==> config.mk <==
export PLATFORM = sky130hd
export DESIGN_NAME = cart2600_type_resolve
export DESIGN_NICKNAME = d
export VERILOG_FILES = /design/src/rtl/cart2600_type_resolve.sv
export SDC_FILE = /design/constraint.sdc
export NUM_CORES = 1
export LEC_CHECK = 0
export BUFFER_PORTS_ARGS = -buffer_cell sky130_fd_sc_hd__buf_2
export CAP_MARGIN = 15
export CELL_PAD_IN_SITES_DETAIL_PLACEMENT = 2
export CELL_PAD_IN_SITES_GLOBAL_PLACEMENT = 2
export CORE_ASPECT_RATIO = 2
export CORE_MARGIN = 4
export CORE_UTILIZATION = 35
export CTS_CLUSTER_DIAMETER = 60
export DETAILED_ROUTE_END_ITERATION = 7
export GPL_ROUTABILITY_DRIVEN = 0
export PLACE_DENSITY_LB_ADDON = 0.1
export SETUP_SLACK_MARGIN = 0.15
export SKIP_LAST_GASP = 1
export SYNTH_ARGS = -nofsm -noshare
export SYNTH_HDL_FRONTEND = slang
export SYNTH_SLANG_ARGS = --single-unit
==> constraint.sdc <==
create_clock -name clk -period 9 [get_ports clk]
set_clock_uncertainty 0.15 [all_clocks]
set_input_delay 0.45 -clock clk [delete_from_list [all_inputs] [get_ports clk]]
set_output_delay 0.45 -clock clk [all_outputs]
set_load 0.01 [all_outputs]
==> src/rtl/cart2600_type_resolve.sv <==
// Resolves the 2600 bankswitch type for a downloaded cart. It merges the extension force,
// the detector result and a size default, then latches mapper code, Superchip enable and size.
module cart2600_type_resolve #(
  parameter int unsigned ADDR_W     = 20,
  parameter int unsigned SETTLE_CYC = 3
) (
  input  logic              clk,
  input  logic              reset,
  input  logic              ioctl_download,
  input  logic              ioctl_wr,
  input  logic [ADDR_W-1:0] ioctl_addr,
  input  logic [3:0]        ext_bs,
  input  logic [3:0]        det_bs,
  input  logic              det_sc,
  output logic [ADDR_W:0]   cart_size,
  output logic [3:0]        bs_type,
  output logic              sc_en,
  output logic              type_valid,
  output logic              resolve_done
);

  localparam int unsigned CNT_W = (SETTLE_CYC > 1) ? $clog2(SETTLE_CYC) : 1;

  typedef enum logic [2:0] {
    S_IDLE,
    S_LOAD,
    S_SETTLE,
    S_RESOLVE,
    S_DONE
  } state_t;

  state_t            r_state;
  logic              r_dl_q;
  logic [ADDR_W-1:0] r_max_addr;
  logic              r_written;
  logic [CNT_W-1:0]  r_cnt;

  logic              w_rise;
  logic              w_fall;
  logic [ADDR_W:0]   w_size;
  logic [63:0]       w_sz64;
  logic [3:0]        w_def;
  logic              w_det_ok;
  logic [3:0]        w_final;
  logic              w_sc;

  assign w_rise = ioctl_download & ~r_dl_q;
  assign w_fall = ~ioctl_download & r_dl_q;
  assign w_size = r_written ? ({1'b0, r_max_addr} + {{ADDR_W{1'b0}}, 1'b1}) : '0;
  assign w_sz64 = 64'(w_size);

  always_comb begin
    w_def = 4'd0;
    if (w_sz64 == 64'd8192)                            w_def = 4'd1;
    else if (w_sz64 >= 64'd10240 && w_sz64 <= 64'd10495) w_def = 4'd7;
    else if (w_sz64 == 64'd12288)                      w_def = 4'd8;
    else if (w_sz64 == 64'd16384)                      w_def = 4'd2;
    else if (w_sz64 == 64'd32768)                      w_def = 4'd6;
    else if (w_sz64 == 64'd65536)                      w_def = 4'd13;
    else if (w_sz64 > 64'd65536)                       w_def = 4'd5;

    // E7 and CV detections are only trusted for image sizes they can actually have
    w_det_ok = (det_bs != 4'd0);
    if (det_bs == 4'd12)
      w_det_ok = (w_sz64 == 64'd8192) || (w_sz64 == 64'd12288) || (w_sz64 == 64'd16384);
    else if (det_bs == 4'd9)
      w_det_ok = (w_sz64 <= 64'd4096);

    if (ext_bs != 4'd0)  w_final = ext_bs;
    else if (w_det_ok)   w_final = det_bs;
    else                 w_final = w_def;

    w_sc = det_sc && ((w_final == 4'd1) || (w_final == 4'd2) ||
                      (w_final == 4'd6) || (w_final == 4'd13));
  end

  always_ff @(posedge clk) begin
    if (reset) begin
      r_state      <= S_IDLE;
      // Seed with the live input so a download already in progress is not seen as an edge
      r_dl_q       <= ioctl_download;
      r_max_addr   <= '0;
      r_written    <= 1'b0;
      r_cnt        <= '0;
      cart_size    <= '0;
      bs_type      <= '0;
      sc_en        <= 1'b0;
      type_valid   <= 1'b0;
      resolve_done <= 1'b0;
    end else begin
      r_dl_q       <= ioctl_download;
      resolve_done <= 1'b0;
      if (w_rise && r_state != S_LOAD) begin
        r_state    <= S_LOAD;
        r_max_addr <= '0;
        r_written  <= 1'b0;
        type_valid <= 1'b0;
      end else begin
        case (r_state)
          S_IDLE: ;
          S_LOAD: begin
            if (ioctl_wr) begin
              if (ioctl_addr > r_max_addr) r_max_addr <= ioctl_addr;
              r_written <= 1'b1;
            end
            if (w_fall) begin
              r_state <= S_SETTLE;
              r_cnt   <= CNT_W'(SETTLE_CYC - 1);
            end
          end
          S_SETTLE: begin
            if (r_cnt == '0) r_state <= S_RESOLVE;
            else             r_cnt   <= r_cnt - 1'b1;
          end
          S_RESOLVE: begin
            cart_size    <= w_size;
            bs_type      <= w_final;
            sc_en        <= w_sc;
            type_valid   <= 1'b1;
            resolve_done <= 1'b1;
            r_state      <= S_DONE;
          end
          S_DONE: ;
          default: r_state <= S_IDLE;
        endcase
      end
    end
  end

endmodule

Word-level counts from Yosys, hierarchy flattened
Index checks and enable logic that the tools add are counted.

cells by class
  bitwise logic cells = 6
  mux-type cells = 20
  order comparisons = 5
  reductions and logical operators = 21
  $add $sub $neg = 2
  equality and inequality tests = 22

operators with widths
  kind                                                                                 number
  21-bit by 14-bit equality test with 1-bit output (second input constant)             2
  4-bit two-way mux                                                                    8
  20-bit by 1-bit adder with 21-bit output (second input constant)                     1
  21-bit by 15-bit equality test with 1-bit output (second input constant)             1
  21-bit by 16-bit equality test with 1-bit output (second input constant)             1
  21-bit by 17-bit equality test with 1-bit output (second input constant)             1
  21-bit by 14-bit >= comparator with 1-bit output (second input constant)             1
  21-bit by 17-bit > comparator with 1-bit output (second input constant)              1
  21-bit by 13-bit less-or-equal comparator with 1-bit output (second input constant)  1
  21-bit by 14-bit less-or-equal comparator with 1-bit output (second input constant)  1
  21-bit two-way mux                                                                   1
  20-bit > comparator                                                                  1
  4-bit equality test (second input constant)                                          3
  3-bit one-hot mux with 4 select lines                                                1
  3-bit two-way mux                                                                    3
  3-bit AND reduction                                                                  3
  4-bit nonzero test                                                                   2
  3-bit by 2-bit equality test with 1-bit output (second input constant)               2
  2-bit != test (second input constant)                                                3
  3-bit != test (second input constant)                                                2
  1-bit logical OR                                                                     5
  4-bit by 1-bit equality test with 1-bit output (second input constant)               1
  4-bit by 2-bit equality test with 1-bit output (second input constant)               1
  4-bit by 3-bit equality test with 1-bit output (second input constant)               1
  other kinds (17)                                                                     29

storage, ports and cells
  output and inout bits = 28
  flip-flop bits (word level) = 55
  input bits = 33

Logic depth before layout (Yosys ltp)
Gate-level depths: netlist (run 1).

  depth after elaboration = 17
  gate-level depth with buffers = 14

Worst setup path after synthesis (run 1)
No wires, ideal clock.

  path kind = reg2reg
  start point = reg r_max_addr[0]
  end point = reg sc_en
  path slack = 5.866 ns
  cell stages (with the launch flop) = 12
  path buffers = 0
  arrival time = 2.862 ns
  data required time = 8.728 ns
  period minus slack after synthesis = 3.134 ns
  setup time = 0.122 ns
  cells stage by stage = dfxtp_1 ha_1 nand3_2 or4_1 a311oi_2 o2111ai_1 a2111oi_1 nor3b_1 mux2_4 nor2_1 or3_1 nand3_1

between the ends
  longest elaborated chain between the ends = 17
  elaborated cells between the ends (all ways) = 33
  classes of those cells = add/sub (1); order compare (4); eq/ne (9); mux (12); reduce/logical (7)

ends and longest elaborated chain
  what                                                                                                              RTL line  text
  from (decl)                                                                                                       34        logic [ADDR_W-1:0] r_max_addr;
  from (signal assigned)                                                                                            103       if (ioctl_addr > r_max_addr) r_max_addr <= ioctl_addr;
  20-bit by 1-bit adder with 21-bit output *                                                                        49        assign w_size = r_written ? ({1'b0, r_max_addr} + {{ADDR_W{1'b0}}, 1'b1}) : '0;
  21-bit two-way mux *                                                                                              49
  21-bit by 17-bit > comparator with 1-bit output                                                                   60        else if (w_sz64 > 64'd65536) w_def = 4'd5;
  3-bit two-way mux                                                                                                 60
  4-bit two-way mux                                                                                                 59        else if (w_sz64 == 64'd65536) w_def = 4'd13;
  4-bit two-way mux                                                                                                 58        else if (w_sz64 == 64'd32768) w_def = 4'd6;
  4-bit two-way mux                                                                                                 57        else if (w_sz64 == 64'd16384) w_def = 4'd2;
  4-bit two-way mux                                                                                                 56        else if (w_sz64 == 64'd12288) w_def = 4'd8;
  4-bit two-way mux                                                                                                 55        else if (w_sz64 >= 64'd10240 && w_sz64 <= 64'd10495) w_def = 4'd7;
  4-bit two-way mux                                                                                                 54        if (w_sz64 == 64'd8192) w_def = 4'd1;
  4-bit two-way mux *                                                                                               70        else if (w_det_ok) w_final = det_bs;
  4-bit two-way mux *                                                                                               69        if (ext_bs != 4'd0) w_final = ext_bs;
  4-bit by 1-bit equality test with 1-bit output or 4-bit by 2-bit equality test with 1-bit output (tied branches)  73        w_sc = det_sc && ((w_final == 4'd1) || (w_final == 4'd2) ||
  1-bit logical OR (2 in series)                                                                                    73
  1-bit logical OR *                                                                                                74        (w_final == 4'd6) || (w_final == 4'd13));
  1-bit logical AND *                                                                                               73
  to (signal assigned)                                                                                              118       sc_en <= w_sc;
  to (decl)                                                                                                         17        output logic sc_en,

Every way passes the cells marked *; elsewhere a longest branch is shown, timed or not.
A chain may end at the register's enable or synchronous reset.

Final worst setup path (run 1)
Ends and elaborated chain as after synthesis.

==> results.json, run 1 <==
{
  "status": "completed",
  "dp_hpwl_um": 10800,
  "reg2regPathDepth": 11,
  "start_kind": "register",
  "vias": 3819,
  "fin_crit_ns": 3.63,
  "synth_compound_area_frac": 0.247,
  "dr.pass1.iters": 4,
  "fmax_mhz": 276,
  "yosys.cell_count.top_type": "dfxtp_1",
  "max_slew_margin": 0.379,
  "rr_endpoint": "sc_en$_SDFFE_PP0P_",
  "htreeDepth": 2,
  "synth_top_family_by_area": "simple AND/OR/NAND/NOR gates",
  "yosysTopAreaCellShare": 0.282,
  "die_area_um2": 13000,
  "die-height_um": 157,
  "clock_latency_ns": 0.31,
  "syn2layout_area_growth_pct": 12.7,
  "clkTransAtPathRegs_ns": 0.08,
  "ant_nets": 0,
  "synth.distinct_cells": 69,
  "synth_area_leaders": "dfxtp_1, ha_1, a21oi_1",
  "grt_setup_unrepaired": "no",
  "yosys-top-cells-count": "dfxtp_1, a21oi_1, nor2_1",
  "min_from": "ioctl_download",
  "die_x_um": 82.7,
  "grt_max_degree": 35,
  "drv_cap": 0,
  "drive_gt1_frac": 0.188,
  "grt_pass1_vias": 4167,
  "hold_path_end": "r_dl_q$_DFF_P_",
  "whs_path_depth": 1,
  "required_ns": 9.10,
  "finalHoldViolCount": 0,
  "yosys_warnings": 0,
  "postLayoutCoreUtil": 0.402,
  "viasPerCell": 5.73,
  "yosysSeqAreaShare": 0.282,
  "ff2ff_setup_slack_ns": 5.37,
  "yosys.area_share.simple": 0.265,
  "hold_ws_ns": 0.142,
  "grt-ovfl-total": 0,
  "r2r-start": "r_max_addr[0]$_SDFFE_PP0P_",
  "slew_violations": 0,
  "cts_buffer_depth": 2,
  "antenna_cells": 0,
  "cts_root_buf": "clkbuf_16",
  "syn_area_per_cell_um2": 8.08,
  "dpl-instance-area_um2": 4240,
  "cts_tree": "built",
  "synthMuxAreaShare": 0.0292,
  "ir_worst_vdd_uv": 70.8,
  "multi_input_area_um2": 2530,
  "ff_latch_area_um2": 1100,
  "final_cell_area_um2": 4400,
  "final_nets": 581,
  "yosysTopAreaCell": "dfxtp_1",
  "drtIter0Drc": 92,
  "fp.coreArea_um2": 10900,
  "cts-resized-gates": 0,
  "cts_hold_buf": 0,
  "crit_path_end_kind": "register",
  "synthAdderAreaFrac": 0.0705,
  "cp_max_fo": 7,
  "fillCellCount": 1327,
  "setup_viol": 0,
  "synthesis.area_um2": 3900,
  "numCtsBuffers": 5,
  "setup_tns_ns": 0,
  "final_cell_count_no_fill": 667,
  "ios": 61,
  "placedCellCount": 658,
  "worst_pin_slew_ns": 0.931,
  "yosys.area_share.xor_xnor": 0.0359,
  "synth_edf_count": 0,
  "ys_ff_latch": 55,
  "synthCells": 483,
  "worstSetupPathType": "reg2reg",
  "initial_utilization": 0.357,
  "core.rowCount": 54,
  "syn-num-nets": 538,
  "wl_um": 13600,
  "min_period_over_period": 0.403,
  "critPathArrivalTime_ns": 3.73,
  "grt_pass1_wl_um": 21600,
  "cts.sinks": 55,
  "portBuffers": 60,
  "dominantRegCellSynth": "dfxtp_1",
  "p_leak_nw": 1.69,
  "post_cts_buffers": 0,
  "async_flop_share": 0,
  "avgRoutedWirePerCell_um": 20.3,
  "drc": 0,
  "hp-class": "in2reg",
  "grt_usage": 0.217,
  "p_per_area_nw_per_um2": 122,
  "antenna_found_initial": 0
}
## registers in the layout, indices dropped and copies added (netlist names), 2 cells and up
name        flops
bs_type         4
r_cnt           2
cart_size      21
r_max_addr     20
r_state         3
## cell type report
class / count / area share
multi-input cells: 372 / 0.576
flip-flops and latches: 55 / 0.250
repair buffers: 65 / 0.0762
well taps: 140 / 0.0398
clock buffers: 5 / 0.0284
inverters: 27 / 0.0230
clock inverters: 3 / 0.00626
## cells in the final DEF (no fill, tap or decap), types with 6 or more instances in the layout
cell and count:
a21o_1 11, ha_1 22, nor3_1 9, xnor2_1 12
nor4_1 7, dfxtp_1 55, buf_2 60, a211oi_1 6
inv_1 27, o21ai_0 28, o21a_1 7, nor2b_1 8
nand4_1 15, nor2_1 33, nand2b_1 25, a21boi_0 20
nand2_1 24, nand3_1 27, a21oi_1 36
## worst max-delay path by stage
stage                               endpoint  cells past startpoint  slack [ns]                  startpoint
after floorplan           sc_en$_SDFFE_PP0P_                     11        5.87  r_max_addr[0]$_SDFFE_PP0P_
after global placement    sc_en$_SDFFE_PP0P_                     11        5.54  r_max_addr[0]$_SDFFE_PP0P_
after detailed placement  sc_en$_SDFFE_PP0P_                     11        5.34  r_max_addr[0]$_SDFFE_PP0P_
after CTS                 sc_en$_SDFFE_PP0P_                     11        5.28  r_max_addr[0]$_SDFFE_PP0P_
after global routing      sc_en$_SDFFE_PP0P_                     11        5.02  r_max_addr[0]$_SDFFE_PP0P_
final                     sc_en$_SDFFE_PP0P_                     11        5.37  r_max_addr[0]$_SDFFE_PP0P_
## per-stage QoR
step / power, W / setup slack, ns
global placement: 0.000327 / 5.54
finish: 0.000538 / 5.37
detailed placement: 0.000330 / 5.34
floorplan: 0.000302 / 5.87
global route: 0.000565 / 5.02
CTS: 0.000545 / 5.28
## worst max-delay path: stages, from the launching register on
cell	delay, ns
dfxtp_1	0.45
ha_1	0.30
and3_2	0.27
nand4_1	0.29
o21a_1	0.29
o21ai_0	0.42
and2b_2	0.32
nand4b_1	0.19
mux2_4	0.31
a2111oi_2	0.38
o21ai_1	0.11
nand3_1	0.09
## logic make-up after synthesis
kind of cell	count (synthesis)
flip-flops	55
multiplexers	10
AND/OR/NAND/NOR	181
adder cells (fa/ha/maj)	22
buffers and inverters	56
XOR/XNOR	16
AO/OA/AOI/OAI	143
## power breakdown
part	switching, W	internal (W)	leakage [nW]
registers	0.00000604	0.000247	0.444
logic	0.0000421	0.0000287	1.17
clock network	0.000108	0.000107	0.0723
total	0.000156	0.000382	1.69
## layer usage
layer | track usage | wire (um) | up-vias
li1 | - | - | 1847
met1 | 0.223 | 5060 | 1867
met2 | 0.422 | 7660 | 79
met3 | 0.0229 | 376 | 26
met4 | 0.0920 | 462 | 0
met5 | 0 | 0 | -
No activity file was read; power rests on OpenSTA's default activity.
==> inputs of run 2 (changes only) <==
Settings changed: CORE_UTILIZATION 35 to 30.
Clock period 9 ns to 3 ns, I/O delays scaled along.
==> run 2 against run 1 <==
Net effect: the flow now finishes with violations (setup timing); sequential power grew to 3.0 times the previous value; wire length is 19% higher; fmax is 14% higher; die area is 15% higher; design area is 31% higher; critical path depth is 3 higher; via count is 14% higher; clock power grew to 2.9 times the previous value; register-to-register slack worse by 5.5 ns; first-iteration DRC count is 1.1% higher; largest power group unchanged.
==> results.json, run 2 (same netlist as run 1, synthesis figures left out) <==
{
  "critPathArrivalTime_ns": 3.26,
  "min_period_over_period": 1.06,
  "hold_ws_ns": 0.110,
  "rr_endpoint": "sc_en$_SDFFE_PP0P_",
  "drc": 0,
  "cp_common_cell": "buf_4",
  "clkTransAtPathRegs_ns": 0.08,
  "final_nets": 693,
  "drv_cap": 0,
  "status": "finished, violations left",
  "ios": 61,
  "grt_usage": 0.212,
  "antenna_cells": 0,
  "worstSetupPathType": "reg2reg",
  "die_area_um2": 15000,
  "grt_pass1_vias": 4861,
  "cp_max_fo": 5,
  "dp_hpwl_um": 11900,
  "core.rowCount": 58,
  "worst-path-buf-inv": 4,
  "grt_max_degree": 35,
  "ff2ff_setup_slack_ns": -0.17,
  "numCtsBuffers": 5,
  "reg_top3": "cart_size: 21 flops, r_max_addr: 20 flops, bs_type: 4 flops",
  "path_delay_family": "compound AO/OA/AOI/OAI gates",
  "ir_worst_vdd_uv": 318,
  "max_slew_margin": 0.522,
  "violations": "setup timing",
  "dr.pass1.iters": 4,
  "vias": 4349,
  "cts_buffer_depth": 2,
  "crit_chain": "buf_4, nand4_4, buf_4, o211ai_1, a2111oi_2, buf_4, o2111ai_4, nand3b_1, buf_4, nand4b_1, mux2_4, a2111oi_4, o21ai_1, nand3_1",
  "fin_crit_ns": 3.17,
  "p_leak_nw": 2.35,
  "largest_reg_flops": 21,
  "finalHoldViolCount": 0,
  "wl_um": 16100,
  "grt_setup_unrepaired": "yes",
  "hp-class": "in2reg",
  "r2r-start": "r_max_addr[1]$_SDFFE_PP0P_",
  "dp_slack_ns": -0.304,
  "grt-ovfl-total": 0,
  "fmax_mhz": 315,
  "crit_path_top_delay_cell": "dfxtp_4",
  "fin_ws_ns": -0.170,
  "slew_violations": 0,
  "final_cell_mix": "buf_4, buf_2, dfxtp_1",
  "required_ns": 3.09,
  "viasPerCell": 5.51,
  "setup.worst_path.end": "sc_en$_SDFFE_PP0P_",
  "reg2regPathDepth": 14,
  "crit_path_end_kind": "register",
  "regMostFlops": "cart_size",
  "clock_latency_ns": 0.31,
  "grt_pass1_wl_um": 25000,
  "fillCellCount": 1433,
  "htreeDepth": 2,
  "p_per_area_nw_per_um2": 298,
  "cts_tree": "built",
  "setup_viol": 5,
  "drive_gt1_frac": 0.374,
  "cts.sinks": 55,
  "worst_pin_slew_ns": 0.715,
  "postLayoutCoreUtil": 0.454,
  "crit_cells": 14,
  "layout_commonest_cell": "buf_4",
  "die-height_um": 169,
  "initial_utilization": 0.307,
  "avgRoutedWirePerCell_um": 20.5,
  "ant_nets": 0,
  "cts_root_buf": "clkbuf_16",
  "die_x_um": 88.7,
  "portBuffers": 60,
  "antenna_found_initial": 0,
  "syn2layout_area_growth_pct": 47.8,
  "fp.coreArea_um2": 12700,
  "startpoint": "r_max_addr[1]$_SDFFE_PP0P_",
  "drtIter0Drc": 93,
  "slowest_delay_ns": 0.38,
  "start_kind": "register"
}
-- run 2: cell types whose count changed in the layout (fill, tap and decap cells not counted), moves of 4 or more --
cell | previous run | this run
buf_4 | 4 | 84
dlygate4sd3_1 | 0 | 21
a21boi_0 | 20 | 3
a21boi_1 | 0 | 17
dfxtp_1 | 55 | 40
o21ai_0 | 28 | 14
o21ai_1 | 1 | 10
dfxtp_2 | 0 | 8
dfxtp_4 | 0 | 7
buf_6 | 0 | 6
buf_12 | 0 | 4
-- run 2: report_power, final --
part	leakage (nW)	internal [W]	switching (W)
Clock	0.0767	0.000320	0.000308
Combinational	1.82	0.000170	0.000173
Sequential	0.454	0.000736	0.0000132
Total	2.35	0.00123	0.000495
-- run 2: routing by layer --
metal | wire [um] | GRT usage | vias up
li1 | - | - | 2067
met1 | 5680 | 0.209 | 2154
met2 | 9430 | 0.419 | 85
met3 | 393 | 0.0282 | 43
met4 | 637 | 0.0842 | 0
met5 | 0 | 0 | -
-- run 2: metrics by stage --
stage | instances | power (W) | TNS (ns) | cell area, um2
2_1_floorplan | 483 | 0.000906 | 0 | 3950
3_3_place_gp | 740 | 0.00101 | -0.163 | 4860
3_5_place_dp | 740 | 0.00102 | -0.907 | 4860
4_1_cts | 782 | 0.00171 | -0.420 | 5530
5_1_grt | 789 | 0.00180 | -1.03 | 5770
6_report | 789 | 0.00172 | -0.295 | 5770
-- run 2: cell type report --
class                      instances  area [um2]  area share
clock inverter                     3        26.3     0.00455
clock buffer                       5         125      0.0217
sequential                        55        1140       0.197
multi-input combinational        372        2840       0.493
inverter                          27         106      0.0184
timing repair buffer             177        1340       0.233
tap                              150         188      0.0325
-- run 2: what timing repair did --
action | CTS | global route
endpoints found under the setup margin | 25 | 26
hold buffers | 20 | 1
endpoints found under the hold margin | 20 | 1
gates resized for setup | 41 | 67
cloned | 2 | 1
buffers inserted | 12 | 5
pin swaps | 19 | 28
-- run 2: worst min-delay path by stage --
stage | from | end | slack (ns) | cells after the start
after floorplan | ioctl_download | r_dl_q$_DFF_P_ | 0.03 | 0
after global placement | ioctl_download | r_dl_q$_DFF_P_ | 0.15 | 1
after detailed placement | ioctl_download | r_dl_q$_DFF_P_ | 0.16 | 1
after CTS | ioctl_addr[8] | r_max_addr[8]$_SDFFE_PP0P_ | 0.0005 | 3
after global routing | ioctl_wr | r_written$_SDFFE_PP0P_ | 0.12 | 3
final | ioctl_wr | r_written$_SDFFE_PP0P_ | 0.11 | 3
-- run 2: worst register-to-register path: stages (launching register included) --
cell and delay, ns:
dfxtp_4 0.38, buf_4 0.14, nand4_4 0.12, buf_4 0.19, o211ai_1 0.26, a2111oi_2 0.12, buf_4 0.17, o2111ai_4 0.33
nand3b_1 0.23, buf_4 0.13, nand4b_1 0.12, mux2_4 0.30, a2111oi_4 0.30, o21ai_1 0.10, nand3_1 0.08
==> inputs of run 3 (changes only) <==
--- a/config.mk
+++ b/config.mk
@@ -9,7 +9,5 @@
 export CAP_MARGIN = 15
-export CELL_PAD_IN_SITES_DETAIL_PLACEMENT = 2
-export CELL_PAD_IN_SITES_GLOBAL_PLACEMENT = 2
 export CORE_ASPECT_RATIO = 2
 export CORE_MARGIN = 4
-export CORE_UTILIZATION = 30
+export CORE_UTILIZATION = 35
 export CTS_CLUSTER_DIAMETER = 60
@@ -17,3 +15,2 @@
 export GPL_ROUTABILITY_DRIVEN = 0
-export PLACE_DENSITY_LB_ADDON = 0.1
 export SETUP_SLACK_MARGIN = 0.15
==> constraint.sdc (replaced) <==
create_clock -name clk -period 3 [get_ports clk]
set_clock_uncertainty 0.15 [all_clocks]
set_input_delay 0.6 -clock clk [delete_from_list [all_inputs] [get_ports clk]]
set_output_delay 0.6 -clock clk [all_outputs]
set_load 0.01 [all_outputs]
==> run 3 against run 2 <==
Net effect: the flow still finishes with violations (setup timing); final cell count down 5.7%; die area down 13%; design area down 7.5%; first-iteration DRC count up 42%; worst hold slack better by 0.19 ns; wire length down 24%.
==> results.json, run 3 (same netlist as run 1, synthesis figures left out) <==
{
  "clkTransAtPathRegs_ns": 0.08,
  "cp_common_cell": "buf_4",
  "layout_commonest_cell": "buf_4",
  "fmax_mhz": 322,
  "regMostFlops": "cart_size",
  "path_delay_family": "compound AO/OA/AOI/OAI gates",
  "fillCellCount": 1113,
  "postLayoutCoreUtil": 0.487,
  "drive_gt1_frac": 0.363,
  "htreeDepth": 2,
  "slowest_delay_ns": 0.39,
  "finalHoldViolCount": 0,
  "reg_top3": "cart_size: 21 flops, r_max_addr: 20 flops, bs_type: 4 flops",
  "fin_crit_ns": 3.11,
  "ir_worst_vdd_uv": 273,
  "vias": 4069,
  "final_nets": 658,
  "required_ns": 3.09,
  "drv_cap": 0,
  "ant_nets": 0,
  "die-height_um": 157,
  "ff2ff_setup_slack_ns": -0.11,
  "slew_violations": 0,
  "drc": 0,
  "dp_hpwl_um": 9680,
  "fp.coreArea_um2": 10900,
  "initial_utilization": 0.357,
  "max_slew_margin": 0.535,
  "r2r-start": "r_max_addr[0]$_SDFFE_PP0P_",
  "grt-ovfl-total": 0,
  "cts_buffer_depth": 2,
  "dr.pass1.iters": 4,
  "cts_tree": "built",
  "core.rowCount": 54,
  "hp-class": "in2reg",
  "final_cell_area_um2": 5330,
  "grt_pass1_wl_um": 19600,
  "grt_usage": 0.193,
  "reg2regPathDepth": 14,
  "avgRoutedWirePerCell_um": 16.4,
  "numCtsBuffers": 5,
  "portBuffers": 60,
  "p_leak_nw": 2.17,
  "fin_ws_ns": -0.110,
  "setup.worst_path.end": "sc_en$_SDFFE_PP0P_",
  "cp_max_fo": 6,
  "worst-path-buf-inv": 4,
  "dpl-instance-area_um2": 4790,
  "cts.sinks": 55,
  "drtIter0Drc": 132,
  "min_from": "ioctl_download",
  "die_x_um": 82.7,
  "die_area_um2": 13000,
  "clock_latency_ns": 0.30,
  "violations": "setup timing",
  "dp_slack_ns": -0.265,
  "wl_um": 12200,
  "critPathArrivalTime_ns": 3.20,
  "syn2layout_area_growth_pct": 36.6,
  "status": "finished, violations left",
  "cts_hold_buf": 0,
  "start_kind": "register",
  "worst_pin_slew_ns": 0.695,
  "crit_path_top_delay_cell": "a2111oi_4",
  "p_per_area_nw_per_um2": 307,
  "ios": 61,
  "grt_setup_unrepaired": "yes",
  "setup_viol": 3,
  "min_period_over_period": 1.04,
  "crit_cells": 14,
  "setup_tns_ns": -0.190,
  "viasPerCell": 5.47,
  "worstSetupPathType": "reg2reg",
  "crit_chain": "buf_4, nand4_4, buf_6, o211ai_1, a2111oi_4, buf_4, nand4_1, a21oi_2, buf_4, a21oi_2, mux2_4, a2111oi_4, o21ai_1, nand3_1",
  "antenna_found_initial": 0,
  "startpoint": "r_max_addr[0]$_SDFFE_PP0P_",
  "largest_reg_flops": 21,
  "rr_endpoint": "sc_en$_SDFFE_PP0P_",
  "grt_pass1_vias": 4140,
  "final_cell_mix": "buf_4, buf_2, dfxtp_1",
  "antenna_cells": 0,
  "crit_path_end_kind": "register",
  "cts_root_buf": "clkbuf_16",
  "grt_max_degree": 34
}
## run 3: cell count changes in the layout (fill, tap and decap cells not counted), sizes merged
| cell | change |
|---|---|
| buf | -14 |
| inv | -2 |
| clkinv | +1 |
| clkinvlp | +1 |
| dlygate4sd3 | -21 |
## run 3: how the worst min path moves through the flow
stage,to,depth (start not counted)
after global routing,r_dl_q$_DFF_P_,1
after CTS,r_dl_q$_DFF_P_,1
after floorplan,type_valid$_SDFFE_PP0P_,2
final,r_dl_q$_DFF_P_,1
after detailed placement,type_valid$_SDFFE_PP0P_,2
after global placement,type_valid$_SDFFE_PP0P_,2
## run 3: cell type report
| cell class | count | area [um2] | share of cell area |
|---|---|---|---|
| clock buffers | 5 | 125 | 0.0235 |
| clock inverters | 3 | 23.8 | 0.00446 |
| inverters | 27 | 104 | 0.0195 |
| multi-input cells | 372 | 2770 | 0.519 |
| flip-flops and latches | 55 | 1140 | 0.214 |
| well taps | 140 | 175 | 0.0328 |
| repair buffers | 142 | 996 | 0.187 |
## run 3: repair_timing
item                                    4_1_cts  5_1_grt
endpoints found under the setup margin       25       25
gates resized for setup                      39       40
gates cloned                                  1        0
pin swaps                                    19       23
buffers inserted                              8        4
## run 3: layer usage
layer / GRT usage / vias to the layer above / share of wire
li1: - / 2005 / -
met5: 0 / - / 0
met3: 0.0172 / 42 / 0.029
met2: 0.379 / 100 / 0.57
met4: 0.103 / 0 / 0.051
met1: 0.187 / 1922 / 0.35
## run 3: power breakdown
| part | internal [W] | total (W) | switching (W) |
|---|---|---|---|
| clock | 0.000315 | 0.000610 | 0.000295 |
| combinational | 0.000135 | 0.000279 | 0.000144 |
| sequential | 0.000736 | 0.000750 | 0.0000138 |
## run 3: stage by stage
stage | power (W) | std cells | hold WS, ns
detailed placement | 0.00100 | 723 | 0.298
CTS | 0.00163 | 740 | 0.288
global route | 0.00170 | 744 | 0.297
finish | 0.00164 | 744 | 0.297
floorplan | 0.000906 | 483 | 0.317
global placement | 0.000997 | 723 | 0.279
